### config.mk
export PLATFORM = sky130hd
export DESIGN_NAME = fetch_unit
export DESIGN_NICKNAME = d
export VERILOG_FILES = /design/src/rtl/fetch_pkg.sv /design/src/rtl/fetch_fifo.sv /design/src/rtl/fetch_unit.sv
export SDC_FILE = /design/constraint.sdc
export NUM_CORES = 1
export LEC_CHECK = 0
export BUFFER_PORTS_ARGS = -buffer_cell sky130_fd_sc_hd__buf_2
export CORE_ASPECT_RATIO = 1.25
export CORE_MARGIN = 8
export CORE_UTILIZATION = 30
export DETAILED_ROUTE_END_ITERATION = 8
export PLACE_DENSITY = 0.51
export SLEW_MARGIN = 10
export SYNTH_ARGS = -nofsm -noshare
export SYNTH_HDL_FRONTEND = slang
export SYNTH_SLANG_ARGS = --single-unit
### constraint.sdc
create_clock -name clk -period 6.3 [get_ports clk]
set_input_delay 0.315 -clock clk [delete_from_list [all_inputs] [get_ports clk]]
set_output_delay 0.315 -clock clk [all_outputs]
set_load 0.02 [all_outputs]
### src/rtl/fetch_pkg.sv
// Shared types and defaults for the fetch front end.
//   fetch_entry_t : one prefetch slot, instruction word tagged with its PC
//   RESET_PC      : default PC loaded on reset
//   PC_INC        : default PC step per sequential fetch
package fetch_pkg;

   localparam int unsigned FETCH_ADDR_W = 32;
   localparam int unsigned FETCH_DATA_W = 32;

   localparam logic [FETCH_ADDR_W-1:0] RESET_PC = '0;
   localparam int unsigned             PC_INC   = 4;

   typedef struct packed {
      logic [FETCH_ADDR_W-1:0] pc;
      logic [FETCH_DATA_W-1:0] instr;
   } fetch_entry_t;

endpackage

### src/rtl/fetch_fifo.sv
// Synchronous prefetch FIFO.
//   clk, rst : clock, synchronous active-high reset
//   flush    : discard all entries; overrides push and pop
//   push     : write wdata (ignored when full unless popping in the same cycle)
//   pop      : retire head entry (ignored when empty)
//   wdata    : entry to write
//   rdata    : head entry (valid when !empty)
//   count    : current occupancy, 0..DEPTH
//   empty    : count == 0
//   full     : count == DEPTH
module fetch_fifo
   import fetch_pkg::*;
#(
   parameter type         entry_t = fetch_entry_t,
   parameter int unsigned DEPTH   = 4
) (
   input  logic                     clk,
   input  logic                     rst,
   input  logic                     flush,
   input  logic                     push,
   input  logic                     pop,
   input  entry_t                   wdata,
   output entry_t                   rdata,
   output logic [$clog2(DEPTH):0]   count,
   output logic                     empty,
   output logic                     full
);

   localparam int unsigned PTR_W = $clog2(DEPTH);

   entry_t           mem [DEPTH];
   logic [PTR_W-1:0] wr_ptr;
   logic [PTR_W-1:0] rd_ptr;
   logic             do_push;
   logic             do_pop;

   assign empty   = (count == '0);
   assign full    = (count == (PTR_W+1)'(DEPTH));
   assign do_pop  = pop & ~empty;
   // A pop in the same cycle frees the slot, so a full FIFO can still accept.
   assign do_push = push & (~full | do_pop);
   assign rdata   = mem[rd_ptr];

   always_ff @(posedge clk) begin
      if (do_push) begin
         mem[wr_ptr] <= wdata;
      end
   end

   always_ff @(posedge clk) begin
      if (rst || flush) begin
         wr_ptr <= '0;
         rd_ptr <= '0;
         count  <= '0;
      end else begin
         if (do_push) begin
            wr_ptr <= wr_ptr + 1'b1;
         end
         if (do_pop) begin
            rd_ptr <= rd_ptr + 1'b1;
         end
         case ({do_push, do_pop})
            2'b10:   count <= count + 1'b1;
            2'b01:   count <= count - 1'b1;
            default: count <= count;
         endcase
      end
   end

endmodule

### src/rtl/fetch_unit.sv
// Front-end fetch stage: owns the PC, issues imem reads, buffers returned words
// with their PC in a prefetch FIFO and presents them to the F/D register.
//   clk, rst        : clock, synchronous active-high reset
//   imem_req        : read request to instruction memory
//   imem_addr       : request address (the PC register)
//   imem_rdata      : read data, returned one cycle after imem_req
//   redirect_valid  : taken branch/jump from the CPU
//   redirect_pc     : redirect target
//   dec_ready       : F/D register can accept this cycle
//   fd_valid        : fd_instr/fd_pc valid
//   fd_instr, fd_pc : FIFO head entry
//   fetch_count     : instructions delivered, wraps mod 2^32
module fetch_unit
   import fetch_pkg::*;
#(
   parameter int unsigned              ADDR_W     = 32,
   parameter int unsigned              DATA_W     = 32,
   parameter int unsigned              FIFO_DEPTH = 4,
   parameter int unsigned              PC_INC     = fetch_pkg::PC_INC,
   parameter logic [ADDR_W-1:0]        RESET_PC   = ADDR_W'(fetch_pkg::RESET_PC)
) (
   input  logic              clk,
   input  logic              rst,
   output logic              imem_req,
   output logic [ADDR_W-1:0] imem_addr,
   input  logic [DATA_W-1:0] imem_rdata,
   input  logic              redirect_valid,
   input  logic [ADDR_W-1:0] redirect_pc,
   input  logic              dec_ready,
   output logic              fd_valid,
   output logic [DATA_W-1:0] fd_instr,
   output logic [ADDR_W-1:0] fd_pc,
   output logic [31:0]       fetch_count
);

   localparam int unsigned CNT_W = $clog2(FIFO_DEPTH) + 1;

   typedef struct packed {
      logic [ADDR_W-1:0] pc;
      logic [DATA_W-1:0] instr;
   } slot_t;

   logic [ADDR_W-1:0] pc;
   logic [ADDR_W-1:0] inflight_pc;
   logic              inflight;
   logic [CNT_W-1:0]  fifo_count;
   logic              fifo_empty;
   logic              fifo_full;
   logic              fifo_push;
   logic              pop;
   logic [CNT_W:0]    occupancy;
   slot_t             push_entry;
   slot_t             head;

   assign fd_valid  = ~fifo_empty & ~redirect_valid & ~rst;
   assign pop       = fd_valid & dec_ready;
   assign fifo_push = inflight & ~redirect_valid & (~fifo_full | pop);
   assign imem_addr = pc;
   assign fd_instr  = head.instr;
   assign fd_pc     = head.pc;

   assign push_entry = '{pc: inflight_pc, instr: imem_rdata};

   // Credit check: a word already in flight will claim a slot, a pop this cycle frees one.
   assign occupancy = (CNT_W+1)'(fifo_count) + (CNT_W+1)'(inflight);
   assign imem_req  = ~rst & ~redirect_valid &
                      (occupancy < (CNT_W+1)'(FIFO_DEPTH) + (CNT_W+1)'(pop));

   fetch_fifo #(
      .entry_t (slot_t),
      .DEPTH   (FIFO_DEPTH)
   ) u_fifo (
      .clk   (clk),
      .rst   (rst),
      .flush (redirect_valid),
      .push  (fifo_push),
      .pop   (pop),
      .wdata (push_entry),
      .rdata (head),
      .count (fifo_count),
      .empty (fifo_empty),
      .full  (fifo_full)
   );

   always_ff @(posedge clk) begin
      if (rst) begin
         pc          <= RESET_PC;
         inflight    <= 1'b0;
         inflight_pc <= '0;
         fetch_count <= '0;
      end else if (redirect_valid) begin
         pc       <= redirect_pc;
         inflight <= 1'b0;
      end else begin
         inflight <= imem_req;
         if (imem_req) begin
            inflight_pc <= pc;
            pc          <= pc + ADDR_W'(PC_INC);
         end
         if (pop) begin
            fetch_count <= fetch_count + 32'd1;
         end
      end
   end

endmodule

; Yosys cells after proc, flatten, opt, wreduce, memory -nomap -nowiden
; Memory sizes are Yosys's and may differ from the RTL's. A register that Yosys moved wholly into a read port is not among the register bits.
; Cells that the tools add are included.
[word_totals]
input_bits = 68
ramBits = 256
memories = 1
regBits = 104
elab_cells = 49
[op_classes]
add_sub_neg = 8
reduce_logical = 7
magnitude_cmp = 1
bitwise = 15
n_mux = 7
n_eq_ne = 3
[memory_table]
columns = name, depth, word_bits, read_ports, rd_ports_with_merged_regs, write_ports, line_no
row1 = u_fifo.mem, 4, 64, 1, 1, 1, fetch_fifo.sv:31  ; entry_t mem [DEPTH];
[ops]
columns = op, n
row1 = $mux 32, 2
row2 = $add 32x1->32 const B, 1
row3 = $add 32x3->32 const B, 1
row4 = $and 1x1->1, 9
row5 = $pmux 3 s2, 1
row6 = $add 2x1->2 const B, 2
row7 = $add 3x1->4, 1
row8 = $add 3x1->4 const A, 1
row9 = $lt 4x4->1, 1
row10 = $mux 2, 2
row11 = $not 1->1, 4
row12 = $reduce_and 2->1, 2
row13 = $reduce_bool 2->1, 2
row14 = $add 3x1->3 const B, 1
row15 = $eq 3x3->1 const B, 1
row16 = $logic_not 3->1, 1
row17 = $sub 3x1->3 const B, 1
row18 = $eq 2x1->1 const B, 1
row19 = $eq 2x2->1 const B, 1
row20 = $mux 1, 2
row21 = $or 1x1->1, 2
row22 = $reduce_or 2->1, 1
row23 = $logic_or 1x1->1, 1

; Longest topological paths before layout
[depth]
word_depth = 10
depth_mapped = 12
mapped_depth_nobuf = 10

; By module
; From an unflattened synthesis, not the netlist that was laid out.
[hier_totals]
cells_unflattened = 954
hier_area_um2 = 14343.8
[modules_own_cells]
columns = module, n_inst, area_each_um2, cells_per_inst
row1 = fetch_fifo, 1, 9744.3, 391
row2 = fetch_unit, 1, 4599.4, 563

; Least setup slack after synthesis
; Ideal clock, no wire load.
[synth_path]
path_type = input-to-reg
start = input port redirect_valid
end = memory u_fifo.mem[0][0] in the netlist's numbering, enable pin
required_time_ns = 5.871
slack_ns = 3.043
t_arrival_ns = 2.828
cell_stages = 6
n_path_buf = 2
cell_sequence = or3b_1 buf_2 nand4_1 and3_1 clkbuf_1 and2_1
[synth_via]
elab_chain_len = 9
elab_cells_between_ends = 12
classes_between = 2 x mux / 10 x bitwise
[synth_rtl]
columns = element, line_no
row1 = start: declaration, fetch_unit.sv:27  ; input logic redirect_valid,
row2 = $not 1->1 (no line) *, -
row3 = $and 1x1->1 (2 in a row), fetch_unit.sv:55  ; assign fd_valid = ~fifo_empty & ~redirect_valid & ~rst;
row4 = $and 1x1->1, fetch_unit.sv:56  ; assign pop = fd_valid & dec_ready;
row5 = $or 1x1->1 / $and 1x1->1 (equally long branches), "fetch_unit.sv:57, fetch_fifo.sv:39"
row6 = $and 1x1->1 / $or 1x1->1 (equally long branches), "fetch_unit.sv:57, fetch_fifo.sv:41"
row7 = $and 1x1->1 *, fetch_fifo.sv:41  ; assign do_push = push & (~full | do_pop);
row8 = $mux 1 *, fetch_fifo.sv:45  ; if (do_push) begin
row9 = $mux 1 (implied by the code) *, fetch_fifo.sv:46  ; mem[wr_ptr] <= wdata;
row10 = end: declaration, fetch_fifo.sv:31
; Mark *: on every way between the ends. The rest lies on a longest branch, timed or not.

; Worst setup path in the final report
[layout_path]
start = register u_fifo.count[0]
end = output port imem_req
[layout_via]
elab_chain_len = 8
elab_cells_between_ends = 9
classes_between = 2 x add/sub / 1 x order compare / 5 x bitwise / 1 x reduce/logical
[layout_rtl]
columns = element, line_no
row1 = start: declaration, fetch_fifo.sv:24  ; output logic [$clog2(DEPTH):0] count,
row2 = start signal: assignment, fetch_fifo.sv:63  ; 2'b10: count <= count + 1'b1;
row3 = start signal: assignment, fetch_fifo.sv:64  ; 2'b01: count <= count - 1'b1;
row4 = start signal: assignment, fetch_fifo.sv:65  ; default: count <= count;
row5 = $logic_not 3->1, fetch_fifo.sv:37  ; assign empty = (count == '0);
row6 = $not 1->1, fetch_unit.sv:55
row7 = $and 1x1->1 (2 in a row), fetch_unit.sv:55
row8 = $and 1x1->1, fetch_unit.sv:56
row9 = $add 3x1->4, fetch_unit.sv:67  ; (occupancy < (CNT_W+1)'(FIFO_DEPTH) + (CNT_W+1)'(pop));
row10 = $lt 4x4->1 *, fetch_unit.sv:67
row11 = $and 1x1->1 *, fetch_unit.sv:66  ; assign imem_req = ~rst & ~redirect_valid &
row12 = end: declaration, fetch_unit.sv:24  ; output logic imem_req,
; Marked as above.

==> flow_summary.toml <==
[run]
drv_cap = 0

[sta]
rsz0062_at_grt = "no"
fin_worst_skew_ps = 24.7
hold_viol = 0
slew_viol_final = 0
tightest_slew_ps = 1050
setup-violations-final = 0
max-slew-margin-rel_pct = 30.3
fin_crit_sh_pct = 57.7
fin_setup_tns_ps = 0
min_period_ps = 3630
fmaxAchievable_ghz = 0.275

[synth]
ys_seq_elements = 362
syn_inst = 937
synth_nets = 1015
avgSynthCellArea_um2 = 15.0
synth_enable_flop_cells = 256
synth-main-ff-cell = "edfxtp_1"
yosysSeqAreaShare_pct = 69.7
async_flop_share_pct = 0
synth_area_um2 = 14100
synth.distinct_cells = 52
yosys_warnings = 0

[critical_path]
r2r_slack_ps = 2950
r2r_start = "u_fifo.count[0]"
path_max_fanout = 40
reg2reg_to = "imem_addr[2]"
worst-endpoint-arrival_ps = 3320
critPathLaunchType = "register"
cp_data_required_time_ps = 5980
critical_path.endpoint_type = "output port"
worstRegToRegCells = 8
worstSetupPathType = "reg -> out"

[final_layout]
area_growth_pct = 23.2
drive_gt1_share_pct = 28.9
diodes = 0
mostFrequentLayoutCell = "edfxtp_1"
mostFrequentLayoutCells = "edfxtp_1 (256), buf_2 (196), dfxtp_1 (104), nand2_1 (103)"
nets = 1250

[placement]
globalplace.congestion = 0.853
io_buffer_count = 197
dp_hpwl_mm = 23.5

[drt]
vias_per_cell = 4.85
wl_mm = 35.8
wl_met3_mm = 2.51
highest_layer = "met5"
firstDrtPassIters = 5
dr_wl_met2_mm = 16.7
vias = 8678
wl_per_cell_um = 20.0
drcViolationCount = 0
wirelength_met1_mm = 15.8
ant_nets = 0
drt-initial-drc-count = 517

[worst_hold_path]
hp-class = "in -> reg"
whs_path_depth = 3
min_to = "imem_addr[31]"
hold_start = "redirect_pc[31]"

[run_status]
status = "complete, no violations"

[power]
irDropWorstVdd_mv = 0.182
clock_power_share_pct = 45.4
p_seq_share_pct = 50.8
power_switching_mw = 1.08
total_power_mw = 5.12
power.density_nw_per_um2 = 295
p_int_mw = 4.03
sw_frac_of_total_pct = 21.2
leakage_nw = 6.04
combPwrFrac_pct = 3.8

[die]
io_pins = 198
die_h_um = 258
std_cell_rows = 88
core-area_um2 = 46200
die-area_um2 = 54100
fp.dieW_um = 210
initial_utilization_pct = 30.4

[global_routing]
grt_start_max_net_pins = 66
grt_pass1_vias = 8972
antenna_found_initial = 4
grt_pass1_wl_mm = 55.4
grt_overflow = 0
track_usage_pct = 13.1

[clock_network]
cts_root_buffer = "clkbuf_16"
cts_made_buffers = 39
cts_tree = "yes"
cts_sinks = 362
clockBufferDepth = 3
h-tree-depth = 2
clkLatencyLatePin_ps = 540
cts_setup_buffers = 0
path_clk_slew_ps = 60
==> critical path, cell delays in order (launching register included) <==
cell,delay [ps]
dfxtp_1,350
ha_1,230
ha_1,330
o41ai_4,580
nand2_2,600
clkinv_1,190
buf_4,270
buf_2,220
==> Yosys cell counts, drive strengths merged, types with 2 or more instances <==
library cell / n / area, um2
nor3: 12 / 65.1
or4: 6 / 45.0
buf: 19 / 82.6
o211ai: 10 / 75.1
clkbuf: 27 / 101
xor2: 15 / 131
or3b: 2 / 17.5
or2: 2 / 12.5
o31a: 2 / 17.5
and3: 11 / 68.8
mux4: 64 / 1440
dfxtp: 106 / 2120
ha: 9 / 113
edfxtp: 256 / 7690
mux2i: 4 / 40.0
inv: 24 / 90.1
a32oi: 3 / 26.3
or3: 21 / 131
o31ai: 4 / 30.0
o21a: 2 / 15.0
o21ai: 19 / 95.1
a211o: 3 / 26.3
xnor2: 7 / 61.3
nand2: 104 / 393
a2bb2oi: 2 / 17.5
nand4: 27 / 169
nor4: 9 / 71.3
and2: 6 / 37.5
nand3: 22 / 110
a21oi: 64 / 320
nand3b: 4 / 30.0
a22oi: 3 / 22.5
a31oi: 16 / 100
o311ai: 3 / 26.3
nor2: 37 / 139
==> repair_timing <==
action,in CTS,in global routing
hold buffers,33,0
resized for setup,0,0
hold endpoints to repair,129,0
==> kinds of logic (layout without fill, tap and decap cells) <==
group	Yosys count	after routing	share of synthesized area (%)
compound gates	137	137	6.00
xor+xnor	22	22	1.37
fa+ha+maj	10	10	0.943
buf+inv	71	337	1.97
flops	362	362	69.7
mux	69	69	10.6
simple gates	266	266	9.37
==> final cells by class <==
type,instances,area (um2)
fill,4470,28900
sequential,362,9820
multi-input combinational,504,3990
timing repair buffer,240,1390
clock buffer,50,1050
tap,585,732
clock inverter,22,256
inverter,25,93.8
==> flip-flops by register name, summed over array words and instances, names as in the netlist, named ones only <==
| register | flops |
|---|---|
| inflight | 1 |
| inflight_pc | 32 |
| u_fifo.wr_ptr | 2 |
| imem_addr | 32 |
| u_fifo.rd_ptr | 2 |
| fetch_count | 32 |
| u_fifo.mem | 256 |
| u_fifo.count | 3 |
==> power groups by stage <==
stage	Sequential [mW]	Clock, mW	Combinational, mW
floorplan	2.65	0	0.0867
global placement	2.65	0	0.181
detailed placement	2.65	0	0.183
CTS	2.60	2.40	0.201
global route	2.60	2.49	0.215
finish	2.60	2.32	0.196
==> layer usage <==
metal  vias to the layer above  GRT usage [%]
met1                      4275           16.6
met3                        60           4.02
met2                       240           21.3
met5                         -              0
li1                       4095              -
met4                         8           3.70
==> per-stage QoR <==
stage | area [um2] | util [%] | hold slack, ps | instances | setup WS, ps
4_1_cts | 17300 | 37.5 | 9.31 | 1788 | 2570
6_report | 17300 | 37.5 | 38.0 | 1788 | 2670
2_1_floorplan | 14100 | - | 414 | 937 | 3040
5_1_grt | 17300 | 37.5 | 25.2 | 1788 | 2380
3_3_place_gp | 15700 | 33.9 | 477 | 1683 | 2760
3_5_place_dp | 15700 | 33.9 | 471 | 1683 | 2730
==> worst max path at each step <==
stage / from / end / slack, ps / cells after the start
3_3_place_gp: redirect_valid / imem_addr[2] / 2760 / 8
5_1_grt: u_fifo.count[0] / imem_req / 2380 / 7
6_report: u_fifo.count[0] / imem_req / 2670 / 7
3_5_place_dp: redirect_valid / imem_addr[2] / 2730 / 8
2_1_floorplan: redirect_valid / u_fifo.mem[0][0] / 3040 / 6
4_1_cts: u_fifo.count[0] / imem_req / 2570 / 7
Power figures use the tool's default switching activity.
